===== src/rtl/pulse_seq_pkg.sv =====
// Shared types and helpers for the pulse sequence transmitter.
//   state_t        : sequencer FSM states (IDLE, FETCH, RUN)
//   syms_per_word  : symbols packed into one 32-bit memory word
//   sym_extract    : pull symbol <idx> out of a memory word
package pulse_seq_pkg;

  typedef enum logic [1:0] {
    ST_IDLE  = 2'd0,
    ST_FETCH = 2'd1,
    ST_RUN   = 2'd2
  } state_t;

  function automatic int syms_per_word(input int sym_bits);
    return 32 / sym_bits;
  endfunction

  localparam int DEF_SYM_BITS  = 2;
  localparam int SYMS_PER_WORD = syms_per_word(DEF_SYM_BITS);

  // Symbol idx occupies word bits [idx*sym_bits +: sym_bits].
  function automatic logic [7:0] sym_extract(input logic [31:0] word,
                                             input int          idx,
                                             input int          sym_bits);
    logic [31:0] mask;
    logic [31:0] sh;
    mask = (32'd1 << sym_bits) - 32'd1;
    sh   = word >> (idx * sym_bits);
    return 8'(sh & mask);
  endfunction

endpackage


===== src/rtl/pulse_seq_timer.sv =====
// Loadable symbol-length countdown.
//   load   : (re)start with length (dur+1) << pre
//   run    : count enable
//   dur    : duration table entry of the symbol being loaded
//   pre    : prescaler exponent
//   expire : high during the last cycle of the loaded length; a load in
//            that same cycle starts the next symbol with no gap
module pulse_seq_timer #(
  parameter int DUR_W = 8,
  parameter int PRE_W = 4
) (
  input  logic             clk,
  input  logic             rst_n,
  input  logic             load,
  input  logic             run,
  input  logic [DUR_W-1:0] dur,
  input  logic [PRE_W-1:0] pre,
  output logic             expire
);

  // Wide enough for (2^DUR_W) << (2^PRE_W - 1).
  localparam int CNT_W = DUR_W + (1 << PRE_W);

  logic [CNT_W-1:0] cnt;
  logic [CNT_W-1:0] len;

  assign len    = (CNT_W'(dur) + CNT_W'(1)) << pre;
  assign expire = run && (cnt == '0);

  always_ff @(posedge clk) begin
    if (!rst_n)                 cnt <= '0;
    else if (load)              cnt <= len - CNT_W'(1);
    else if (run && cnt != '0)  cnt <= cnt - CNT_W'(1);
  end

endmodule


===== src/rtl/pulse_seq_transmitter.sv =====
// Symbol-sequence pulse transmitter core.
// Plays SYM_BITS-wide symbols from a word memory; each symbol picks a
// duration entry, its MSB is the output level. Supports looping passes,
// stop, live status and a sticky done interrupt.
//   start/stop            : one-cycle strobes (stop wins)
//   cfg_first/loop/end_pc : sequence bounds, cfg_repeat passes (0 = forever)
//   cfg_prescaler         : length = (dur+1) << cfg_prescaler
//   cfg_durations         : packed table, entry s at [s*DUR_W +: DUR_W]
//   cfg_idle_level/invert : output level when idle / final inversion
//   cfg_carrier_en/half   : carrier gating of high symbols
//   mem_we/addr/wdata     : symbol memory write port
//   tx_out, carrier_out, busy, pc_out, passes_left, irq, irq_clr : status
// Optional build macro PULSE_SEQ_CARRIER_EN adds the carrier generator;
// without it carrier_out is 0 and high symbols are unmodulated.
module pulse_seq_transmitter
  import pulse_seq_pkg::*;
#(
  parameter int SYM_BITS  = 2,
  parameter int MEM_WORDS = 8,
  parameter int DUR_W     = 8,
  parameter int PRE_W     = 4,
  parameter int REP_W     = 8,
  parameter int CAR_W     = 16,
  localparam int PC_W     = $clog2(MEM_WORDS * 32 / SYM_BITS),
  localparam int MA_W     = $clog2(MEM_WORDS),
  localparam int NSYM     = 1 << SYM_BITS
) (
  input  logic                  clk,
  input  logic                  rst_n,
  input  logic                  start,
  input  logic                  stop,
  input  logic [PC_W-1:0]       cfg_first_pc,
  input  logic [PC_W-1:0]       cfg_loop_pc,
  input  logic [PC_W-1:0]       cfg_end_pc,
  input  logic [REP_W-1:0]      cfg_repeat,
  input  logic [PRE_W-1:0]      cfg_prescaler,
  input  logic [NSYM*DUR_W-1:0] cfg_durations,
  input  logic                  cfg_idle_level,
  input  logic                  cfg_invert,
  input  logic                  cfg_carrier_en,
  input  logic [CAR_W-1:0]      cfg_carrier_half,
  input  logic                  mem_we,
  input  logic [MA_W-1:0]       mem_addr,
  input  logic [31:0]           mem_wdata,
  output logic                  tx_out,
  output logic                  carrier_out,
  output logic                  busy,
  output logic [PC_W-1:0]       pc_out,
  output logic [REP_W-1:0]      passes_left,
  output logic                  irq,
  input  logic                  irq_clr
);

  localparam int IDX_W = PC_W - MA_W;

  logic [31:0] mem [MEM_WORDS];

  state_t            state, state_n;
  logic [PC_W-1:0]   fpc, fpc_n;        // next symbol to fetch
  logic [PC_W-1:0]   cur_pc, cur_pc_n;  // symbol currently on air
  logic [REP_W-1:0]  passes, passes_n;
  logic              last, last_n;      // symbol on air ends the sequence
  logic              level, level_n;
  logic              irq_r, irq_n;
  logic              tx_r, tx_n;
  logic              load, expire, car_mod;

  logic [31:0]          fword;
  logic [SYM_BITS-1:0]  fsym;
  logic [DUR_W-1:0]     fdur;

  always_ff @(posedge clk) begin
    if (mem_we) mem[mem_addr] <= mem_wdata;
  end

  // Fetch path: memory is read at load time, so a write lands on the
  // next fetch of that word.
  assign fword = mem[fpc[PC_W-1 -: MA_W]];
  assign fsym  = SYM_BITS'(sym_extract(fword, int'(fpc[IDX_W-1:0]), SYM_BITS));
  assign fdur  = cfg_durations[int'(fsym)*DUR_W +: DUR_W];

  pulse_seq_timer #(.DUR_W(DUR_W), .PRE_W(PRE_W)) u_timer (
    .clk    (clk),
    .rst_n  (rst_n),
    .load   (load),
    .run    (state == ST_RUN),
    .dur    (fdur),
    .pre    (cfg_prescaler),
    .expire (expire)
  );

  always_comb begin
    state_n  = state;
    fpc_n    = fpc;
    cur_pc_n = cur_pc;
    passes_n = passes;
    last_n   = last;
    level_n  = level;
    irq_n    = irq_r & ~irq_clr;
    load     = 1'b0;

    if (stop) begin
      state_n = ST_IDLE;
    end else begin
      case (state)
        ST_IDLE: if (start) begin
          state_n  = ST_FETCH;
          fpc_n    = cfg_first_pc;
          cur_pc_n = cfg_first_pc;
          passes_n = cfg_repeat;
          last_n   = 1'b0;
        end
        ST_FETCH: begin
          load    = 1'b1;
          state_n = ST_RUN;
        end
        ST_RUN: if (expire) begin
          if (last) begin
            state_n = ST_IDLE;
            irq_n   = 1'b1;       // completion beats a same-cycle irq_clr
          end else begin
            load = 1'b1;
          end
        end
        default: state_n = ST_IDLE;
      endcase
    end

    // Loading a symbol also decides where the following fetch comes from.
    if (load) begin
      cur_pc_n = fpc;
      level_n  = fsym[SYM_BITS-1];
      if (fpc == cfg_end_pc) begin
        fpc_n = cfg_loop_pc;
        if (passes == REP_W'(1))  last_n   = 1'b1;
        else if (passes != '0)    passes_n = passes - REP_W'(1);
      end else begin
        fpc_n = fpc + PC_W'(1);
      end
    end
  end

`ifdef PULSE_SEQ_CARRIER_EN
  logic [CAR_W-1:0] car_cnt, car_cnt_n;
  logic             car_r, car_n;

  // Counter restarts from zero whenever the sequencer leaves IDLE.
  always_comb begin
    car_cnt_n = '0;
    car_n     = 1'b0;
    if (state != ST_IDLE && state_n != ST_IDLE) begin
      if (car_cnt == cfg_carrier_half) begin
        car_n = ~car_r;
      end else begin
        car_cnt_n = car_cnt + CAR_W'(1);
        car_n     = car_r;
      end
    end
  end

  always_ff @(posedge clk) begin
    if (!rst_n) begin
      car_cnt <= '0;
      car_r   <= 1'b0;
    end else begin
      car_cnt <= car_cnt_n;
      car_r   <= car_n;
    end
  end

  assign car_mod     = cfg_carrier_en ? car_n : 1'b1;
  assign carrier_out = car_r;
`else
  logic unused_carrier;
  assign unused_carrier = ^{cfg_carrier_en, cfg_carrier_half};
  assign car_mod        = 1'b1;
  assign carrier_out    = 1'b0;
`endif

  // Output register built from next-cycle values so tx_out lines up with busy.
  assign tx_n = ((state_n == ST_RUN) ? (level_n & car_mod) : cfg_idle_level) ^ cfg_invert;

  always_ff @(posedge clk) begin
    if (!rst_n) begin
      state  <= ST_IDLE;
      fpc    <= '0;
      cur_pc <= '0;
      passes <= '0;
      last   <= 1'b0;
      level  <= 1'b0;
      irq_r  <= 1'b0;
      tx_r   <= 1'b0;
    end else begin
      state  <= state_n;
      fpc    <= fpc_n;
      cur_pc <= cur_pc_n;
      passes <= passes_n;
      last   <= last_n;
      level  <= level_n;
      irq_r  <= irq_n;
      tx_r   <= tx_n;
    end
  end

  assign tx_out      = tx_r;
  assign busy        = (state != ST_IDLE);
  assign pc_out      = cur_pc;
  assign passes_left = passes;
  assign irq         = irq_r;

endmodule


===== config.mk =====
export PLATFORM = sky130hd
export DESIGN_NAME = pulse_seq_transmitter
export DESIGN_NICKNAME = d
export VERILOG_FILES = /design/src/rtl/pulse_seq_pkg.sv /design/src/rtl/pulse_seq_timer.sv /design/src/rtl/pulse_seq_transmitter.sv
export SDC_FILE = /design/constraint.sdc
export NUM_CORES = 1
export LEC_CHECK = 0
export ABC_CLOCK_PERIOD_IN_PS = 7170
export BUFFER_PORTS_ARGS = -buffer_cell sky130_fd_sc_hd__buf_2
export CAP_MARGIN = 5
export CORE_UTILIZATION = 45
export DETAILED_ROUTE_END_ITERATION = 8
export PLACE_DENSITY_LB_ADDON = 0.2
export SETUP_SLACK_MARGIN = 0.3
export SYNTH_ARGS = -nofsm -noshare
export SYNTH_HDL_FRONTEND = slang
export SYNTH_HIERARCHICAL = 1
export SYNTH_SLANG_ARGS = --single-unit

===== constraint.sdc =====
create_clock -name clk -period 7.17 [get_ports clk]
set_input_delay 1.434 -clock clk [delete_from_list [all_inputs] [get_ports clk]]
set_output_delay 1.434 -clock clk [all_outputs]
set_load 0.01 [all_outputs]

==> key figures, run 1 <==
STA
  – RSZ-0062 raised after global routing: false
  – Max Fclk: around 160 MHz
  – Final Hold Slack: 0.4815 ns
  – Final Skew: 0.01734 ns
  – Post-layout minimum cycle time: about 6.4 ns
  – Relative slew slack: 0.3618
  – Final setup viols: 0
  – Final Max Tran Viols: 0
  – Hold Violations, Final: 0
  – Final TNS setup: 0 ns
  – Tcrit/Tclk final: 0.8919
  – Worst-margin pin slew: 0.9560 ns

Power and ir drop
  – Flop pwr share: 0.472
  – Switching share of power: 0.2439
  – Maximum VDD drop: 0.1958 mV
  – Part of the power in the clock network: 0.391
  – Pwr/cell area: ~260 nW/µm²
  – Final Power: 4.341 mW
  – Switch Pwr: between 1 and 1.5 mW
  – Leakage: 5.728 nW
  – Internal power: 3.282 mW
  – Comb pwr share: 0.137

Yosys
  – Cells after Synth: between 1000 and 1500
  – Largest area contributor in the netlist: edfxtp_1
  – Syn avg cell area: ~13 µm²
  – Mapped cell area: 14440 µm²
  – Yosys top cell area share: 0.5323
  – Area contributors post-synth: edfxtp_1 53%, dfxtp_1 7.6%, mux4_2 7.3%
  – Cell variety after synth: 81
  – Flops & latches, synth: a little over 300
  – Main synth FF type: edfxtp_1
  – Seq/Total Area, Yosys: 0.6085
  – Ys async rst share: 0
  – Number of synthesized flops with an enable pin: 256
  – Ys Warns: 6
  – Syn nets: 1207

CTS
  – Clock root buffer: clkbuf_16
  – Clk buf depth: 3
  – CTS Hold Bufs: 0
  – CTS tree: yes
  – TritonCTS Buffers: 34
  – H-tree level count: 2
  – Worst-path clk slew: 0.06 ns
  – Insertion delay to the later sink of the worst-skew pair: 0.51 ns
  – Clk sinks: between 300 and 400

Min path
  – Min-delay src: u_timer/cnt[14]
  – Worst min-delay path class: reg2reg
  – Cells on Worst Hold Path: 2
  – Hold Path End: u_timer/cnt[14]

Routing
  – DRC: 0
  – Final ANT Viol Nets: 0
  – Mean routed wirelength per cell: 20.87 µm
  – Vias post-DR: 9618
  – Starting DRT DRC Count: 841
  – TritonRoute pass-1 iters: 5
  – Final WL: 34100 µm
  – Avg Vias per Cell: ~5.9

Finish
  – Multi-input gate area: approximately 5300 µm²
  – FF/Latch Area: 8797 µm²
  – Post-Layout Inst Area: 16720 µm²
  – Final nets: 1341
  – Final core utilization: 0.5299
  – Filler Cell Count: 2668
  – Synth-to-Final Area Change: 15.77%
  – Layout cell share with drive strength beyond 1: 0.2398

Global routing
  – Initial antenna violation count: 5
  – Vias in the first global route: 9428
  – First-pass GRT wire length: 53160 µm
  – Tot GR Track Use: 0.2080
  – Grt ovf: 0
  – Largest net degree at the start of global routing: 36

Critical path
  – Reg2Reg Setup Slack: 0.77 ns
  – Startpoint types: flip-flop
  – Worst Setup End Kind: flip-flop
  – Crit Path Class: reg2reg
  – Worst R2R End: u_timer/cnt[21]
  – FF-to-FF path depth: 21
  – CP arrival: 6.80 ns
  – CP max FO: 25
  – Worst Path Required: roughly 7.6 ns

Placed design
  – DP HPWL: 21130 µm
  – Placement Cell Area: 15540 µm²
  – Port buffer count: 125
  – GPL Wtd Cong: roughly 0.86

Outcome
  – Status: finished clean

Floorplan
  – Die H: 181.2 µm
  – Chip width: 181.2 µm
  – Site Rows: 65
  – IO Pins: approximately 140
  – Initial core utilization: 0.4577
  – Die area: 32820 µm²
  – Core Region: about 32000 µm²

Run
  – Max_cap viols: 0
-- worst max-delay path by stage --
stage	end
2_1_floorplan	u_timer/cnt[21]
3_3_place_gp	u_timer/cnt[21]
3_5_place_dp	u_timer/cnt[16]
4_1_cts	u_timer/cnt[16]
5_1_grt	u_timer/cnt[21]
6_report	u_timer/cnt[21]
-- metrics by stage --
| step | setup WS (ns) | cells |
|---|---|---|
| global placement | 0.6490 | 1565 |
| finish | 0.7749 | 1634 |
| floorplan | 1.696 | 1071 |
| detailed placement | 0.5109 | 1565 |
| CTS | 0.4783 | 1626 |
| global route | 0.3421 | 1633 |
-- cells by family (layout without fill, tap and decap cells) --
kind of cell,after synthesis,count (layout),share of synthesized area
buf+inv,87,246,0.03067
compound gates,226,226,0.1107
fa+ha+maj,11,11,0.009529
other cells,1,3,0.0002596
simple gates,298,298,0.1034
xor+xnor,26,26,0.01577
mux,111,111,0.1211
flops,311,311,0.6085
-- cell usage after synthesis (8+ instances only) --
cell,instances
edfxtp_1,256
nand2_1,91
nor2_1,67
mux2i_1,60
dfxtp_1,55
mux4_2,47
a21oi_1,46
a211oi_1,30
clkbuf_1,29
a22oi_1,27
o21ai_0,25
nand3_1,22
inv_1,20
nor3_1,19
xnor2_1,18
a31oi_1,15
nor2b_1,15
buf_2,14
and2_1,13
nor4_1,12
ha_1,11
and3_1,10
buf_4,10
nand2b_1,10
nand4_1,10
a221oi_1,9
xor2_1,8
-- cell type report --
type,count,share of cell area
antenna,2,0.0002993
sequential,311,0.5262
timing repair buffer,162,0.05672
clock inverter,16,0.009205
inverter,23,0.005388
multi-input combinational,673,0.3169
tap,402,0.03008
clock buffer,45,0.05523
-- what timing repair did --
item / in CTS / in global routing
resized for setup: 0 / 8
setup buffers: 0 / 6
endpoints found under the hold margin: 0 / 0
setup endpoints to repair: 0 / 11
-- power groups by stage --
stage / registers, mW / clock network (mW) / logic, mW
after floorplan: 2.07 / 0 / 0.409
after global placement: 2.09 / 0 / 0.560
after detailed placement: 2.09 / 0 / 0.565
after CTS: 2.05 / 1.74 / 0.568
after global routing: 2.06 / 1.81 / 0.647
final: 2.05 / 1.70 / 0.594
-- worst max-delay path, stage by stage (launching register included) --
cell	delay (ns)
dfxtp_4	0.62
buf_4	0.43
mux4_1	0.40
nand2_1	0.09
a21oi_1	0.07
a311oi_1	0.44
o311ai_1	0.19
a31oi_2	0.24
buf_12	0.21
mux2i_1	0.11
mux2i_1	0.36
ha_1	0.38
and3_1	0.28
mux2i_1	0.25
a311o_1	0.17
o221ai_2	0.17
a221oi_1	0.61
nand4_1	0.34
nor2_1	0.35
nand3_1	0.14
xnor2_1	0.15
a211oi_1	0.23
-- per-layer routing --
layer  part of all wire  vias up  wire [µm]  GRT usage
met5            0.00067        -         23          0
met4              0.019        4        651    0.05831
met3              0.061       48       2080    0.03507
met2               0.45      329      15430     0.3209
met1               0.47     4761      15920     0.3034
li1                   -     4476          -          -
-- cell usage in the layout, fill, tap and decap left out, types with 5 or more instances in the layout --
cell type    n
a2111oi_0    5
a211oi_1    30
a21oi_1     46
a221oi_1     9
a22oi_1     27
a31oi_1     14
a32oi_1      5
and2_1      13
and3_1      10
buf_2      125
buf_4       33
clkbuf_1     9
clkbuf_16   35
clkinv_1     7
clkinv_2     5
dfxtp_1     52
edfxtp_1   256
ha_1        11
inv_1       20
mux2i_1     56
mux4_2      47
nand2_1     91
nand2b_1    10
nand3_1     22
nand4_1     10
nor2_1      61
nor2_4       6
nor2b_1     14
nor3_1      17
nor4_1      12
o211ai_1     6
o21ai_0     25
o221ai_1     6
or2_2        6
xnor2_1     18
xor2_1       8
-- state kept, by name, summed over array words and instances, names as in the netlist, named ones only --
register / count
last: 1
fpc: 7
tx_out: 1
passes_left: 8
level: 1
pc_out: 7
irq: 1
u_timer/cnt: 24
state: 2
mem: 256
Note: power is estimated with default switching activity, not from simulation.
==> run 2: changes to the inputs <==
==> constraint.sdc (replaced) <==
create_clock -name clk -period 7.17 [get_ports clk]
set_input_delay 2.151 -clock clk [delete_from_list [all_inputs] [get_ports clk]]
set_output_delay 2.151 -clock clk [all_outputs]
set_load 0.01 [all_outputs]
==> run 2 against run 1 <==
Compared with the run above: combinational power is 2% lower; sequential share of layout area hardly changed; clock power hardly changed; first-iteration DRC count is 8.1% lower; worst setup slack better by 0.0081 ns; clock-buffer cell count is 2 higher; largest cell class unchanged.
==> key figures, run 2 (same netlist as run 1, synthesis figures left out) <==
Outcome
  – Status: finished clean (unchanged)

Global routing
  – GR Layer Usage met3: 0.03991 (was 0.03507)
  – Gr busiest metal: met2 (unchanged)
  – Largest net degree at the start of global routing: 36 (unchanged)
  – Met1 Track Usage GR: 0.2941 (was 0.3034)
  – Grt ovf: 0 (unchanged)
  – First-pass GRT wire length: 52890 µm (was 53160 µm)
  – Tot GR Track Use: 0.2064 (was 0.2080)
  – GR Layer Usage met2: 0.3277 (was 0.3209)
  – Initial antenna violation count: 6 (was 5)
  – Vias in the first global route: 9383 (was 9428)

Routing
  – Final WL: 33570 µm (was 34100 µm)
  – Starting DRT DRC Count: 773 (was 841)
  – Vias post-DR: 9583 (was 9618)
  – Final ANT Viol Nets: 0 (unchanged)
  – Mean routed wirelength per cell: 20.53 µm (was 20.87 µm)
  – Avg Vias per Cell: 5.861 (was 5.886)
  – DRC: 0 (unchanged)
  – TritonRoute pass-1 iters: 5 (unchanged)

STA
  – Worst-margin pin slew: 0.9182 ns (was 0.9560 ns)
  – Final TNS setup: 0 ns (unchanged)
  – Final setup viols: 0 (unchanged)
  – Post-layout minimum cycle time: 6.387 ns (was 6.395 ns)
  – Final worst slack: 0.7830 ns (was 0.7749 ns)
  – Max Fclk: 156.6 MHz (was 156.4 MHz)
  – RSZ-0062 raised after global routing: false (unchanged)
  – Final Max Tran Viols: 0 (unchanged)
  – Relative slew slack: 0.3870 (was 0.3618)
  – Tcrit/Tclk final: 0.8908 (was 0.8919)
  – Hold Violations, Final: 0 (unchanged)
  – Final Skew: 0.01262 ns (was 0.01734 ns)

Power and ir drop
  – Leakage: 5.737 nW (was 5.728 nW)
  – Pwr/cell area: 259.5 nW/µm² (was 259.6 nW/µm²)
  – Part of the power in the clock network: 0.394 (was 0.391)
  – Comb pwr share: 0.134 (was 0.137)
  – Switching share of power: 0.2455 (was 0.2439)
  – Switch Pwr: 1.065 mW (was 1.059 mW)
  – Maximum VDD drop: 0.2067 mV (was 0.1958 mV)
  – Flop pwr share: 0.472 (about the same)
  – Internal power: 3.273 mW (was 3.282 mW)

CTS
  – Worst-path clk slew: 0.06 ns (about the same)
  – Clock root buffer: clkbuf_16 (unchanged)
  – CTS Hold Bufs: 0 (unchanged)
  – H-tree level count: 2 (unchanged)
  – Clk sinks: 311 (unchanged)
  – Insertion delay to the later sink of the worst-skew pair: 0.52 ns (was 0.51 ns)
  – CTS tree: yes (unchanged)
  – TritonCTS Buffers: 35 (was 34)
  – Clk buf depth: 3 (unchanged)

Critical path
  – Crit Path Class: reg2reg (unchanged)
  – CP arrival: 6.77 ns (was 6.80 ns)
  – CP delay by family, top: simple AND/OR/NAND/NOR gates (was compound AO/OA/AOI/OAI gates)
  – Startpoint types: flip-flop (unchanged)
  – Worst Path Required: 7.56 ns (was 7.58 ns)
  – CP bufs+invs: 4 (was 2)
  – Crit-path cells: buf_4 > buf_4 > nor2b_1 > a2111oi_0 > a2111oi_0 > o21ai_0 > nand4_1 > a31oi_2 > buf_12 > mux2i_1 > mux2i_1 > ha_1 > nand2_1 > or3_4 > a311oi_4 > o21ai_2 > or4_1 > nor4_4 > buf_4 > nand2_1 > xnor2_1 > o21ai_1 (was buf_4 > mux4_1 > nand2_1 > a21oi_1 > a311oi_1 > o311ai_1 > a31oi_2 > buf_12 > mux2i_1 > mux2i_1 > ha_1 > and3_1 > mux2i_1 > a311o_1 > o221ai_2 > a221oi_1 > nand4_1 > nor2_1 > nand3_1 > xnor2_1 > a211oi_1)
  – Slowest library cell on the worst path: or4_1 (was dfxtp_4)
  – Worst Setup End Kind: flip-flop (unchanged)
  – Max stage delay on crit path: 0.71 ns (was 0.62 ns)
  – FF-to-FF path depth: 22 (was 21)
  – CP max FO: 25 (unchanged)
  – Reg2Reg Setup Slack: 0.78 ns (was 0.77 ns)
  – Worst R2R End: u_timer/cnt[19] (was u_timer/cnt[21])
  – Critical path's most frequent cell: buf_4 (was mux2i_1)

Min path
  – Min-delay src: u_timer/cnt[7] (was u_timer/cnt[14])
  – Worst min-delay path class: reg2reg (unchanged)
  – Cells on Worst Hold Path: 2 (unchanged)
  – Hold Path End: u_timer/cnt[7] (was u_timer/cnt[14])

Finish
  – Final nets: 1341 (unchanged)
  – Synth-to-Final Area Change: 15.75% (was 15.77%)
  – Commonest non-fill, non-tap cell in the layout: edfxtp_1 (unchanged)
  – Max reg flops: 256 (unchanged)
  – Filler Cell Count: 2686 (was 2668)
  – Layout cell share with drive strength beyond 1: 0.2372 (was 0.2398)
  – Most frequent cells in the layout: 256 x edfxtp_1, 125 x buf_2, 91 x nand2_1 (unchanged)
  – Reg with most FFs: mem (unchanged)

Floorplan
  – Chip width: 181.2 µm (unchanged)
  – Die H: 181.2 µm (unchanged)
  – Initial core utilization: 0.4577 (unchanged)
  – Site Rows: 65 (unchanged)
  – Die area: 32820 µm² (unchanged)
  – Core Region: 31560 µm² (unchanged)
  – IO Pins: 144 (unchanged)

Run
  – Max_cap viols: 0 (unchanged)

Placed design
  – Dpl ws: 0.5613 ns (was 0.5109 ns)
  – GPL Wtd Cong: 0.8764 (was 0.8632)
  – DP HPWL: 21240 µm (was 21130 µm)
  – Port buffer count: 125 (unchanged)
run 2: changes by cell type in the layout (fill, tap and decap cells not counted), sizes merged:
cell / change
clkinvlp: -1
bufinv: -1
clkbuf: +2
buf: -1
inv: +2
run 2: power by group through the flow:
stage	registers [mW]	clock network (mW)	logic (mW)
2_1_floorplan	2.07	0	0.409
3_3_place_gp	2.09	0	0.563
3_5_place_dp	2.09	0	0.570
4_1_cts	2.05	1.75	0.572
5_1_grt	2.06	1.82	0.637
6_report	2.05	1.71	0.580
run 2: layout make-up:
cell class,count,area (µm²),share of cell area
inverters,23,86.33,0.005164
flip-flops and latches,311,8796,0.5262
multi-input cells,673,5284,0.3161
well taps,402,503.0,0.03009
diodes,2,5.005,0.0002994
clock buffers,47,950.9,0.05688
repair buffers,161,933.4,0.05583
clock inverters,16,158.9,0.009505
run 2: tightest hold or removal path: stages (launching register included):
cell and delay [ns]:
dfxtp_1 0.32, nand2_1 0.05, a21oi_1 0.05
run 2: through the flow:
| step | utilization | hold slack (ns) | cells | power [mW] | area, µm² |
|---|---|---|---|---|---|
| floorplan | - | 0.4449 | 1071 | 2.483 | 14440 |
| global placement | 0.4935 | 0.4609 | 1569 | 2.651 | 15570 |
| detailed placement | 0.4935 | 0.4648 | 1569 | 2.660 | 15570 |
| CTS | 0.5286 | 0.4698 | 1632 | 4.372 | 16680 |
| global route | 0.5297 | 0.5004 | 1634 | 4.516 | 16710 |
| finish | 0.5298 | 0.4660 | 1635 | 4.338 | 16720 |
run 2: what timing repair did:
item                       in CTS  in global routing
setup buffers                   0                  1
gates resized for setup         0                  3
setup endpoints to repair       0                 11
run 2: per-layer routing:
metal	share of wire	routed length, µm
met2	0.46	15440
met3	0.070	2338
met4	0.012	389
met5	0.00080	27
met1	0.46	15370
run 2: worst max-delay path by stage:
stage,cells after the start,end
after floorplan,18,u_timer/cnt[16]
after global placement,19,u_timer/cnt[19]
after detailed placement,19,u_timer/cnt[16]
after CTS,19,u_timer/cnt[16]
after global routing,21,u_timer/cnt[21]
final,22,u_timer/cnt[19]
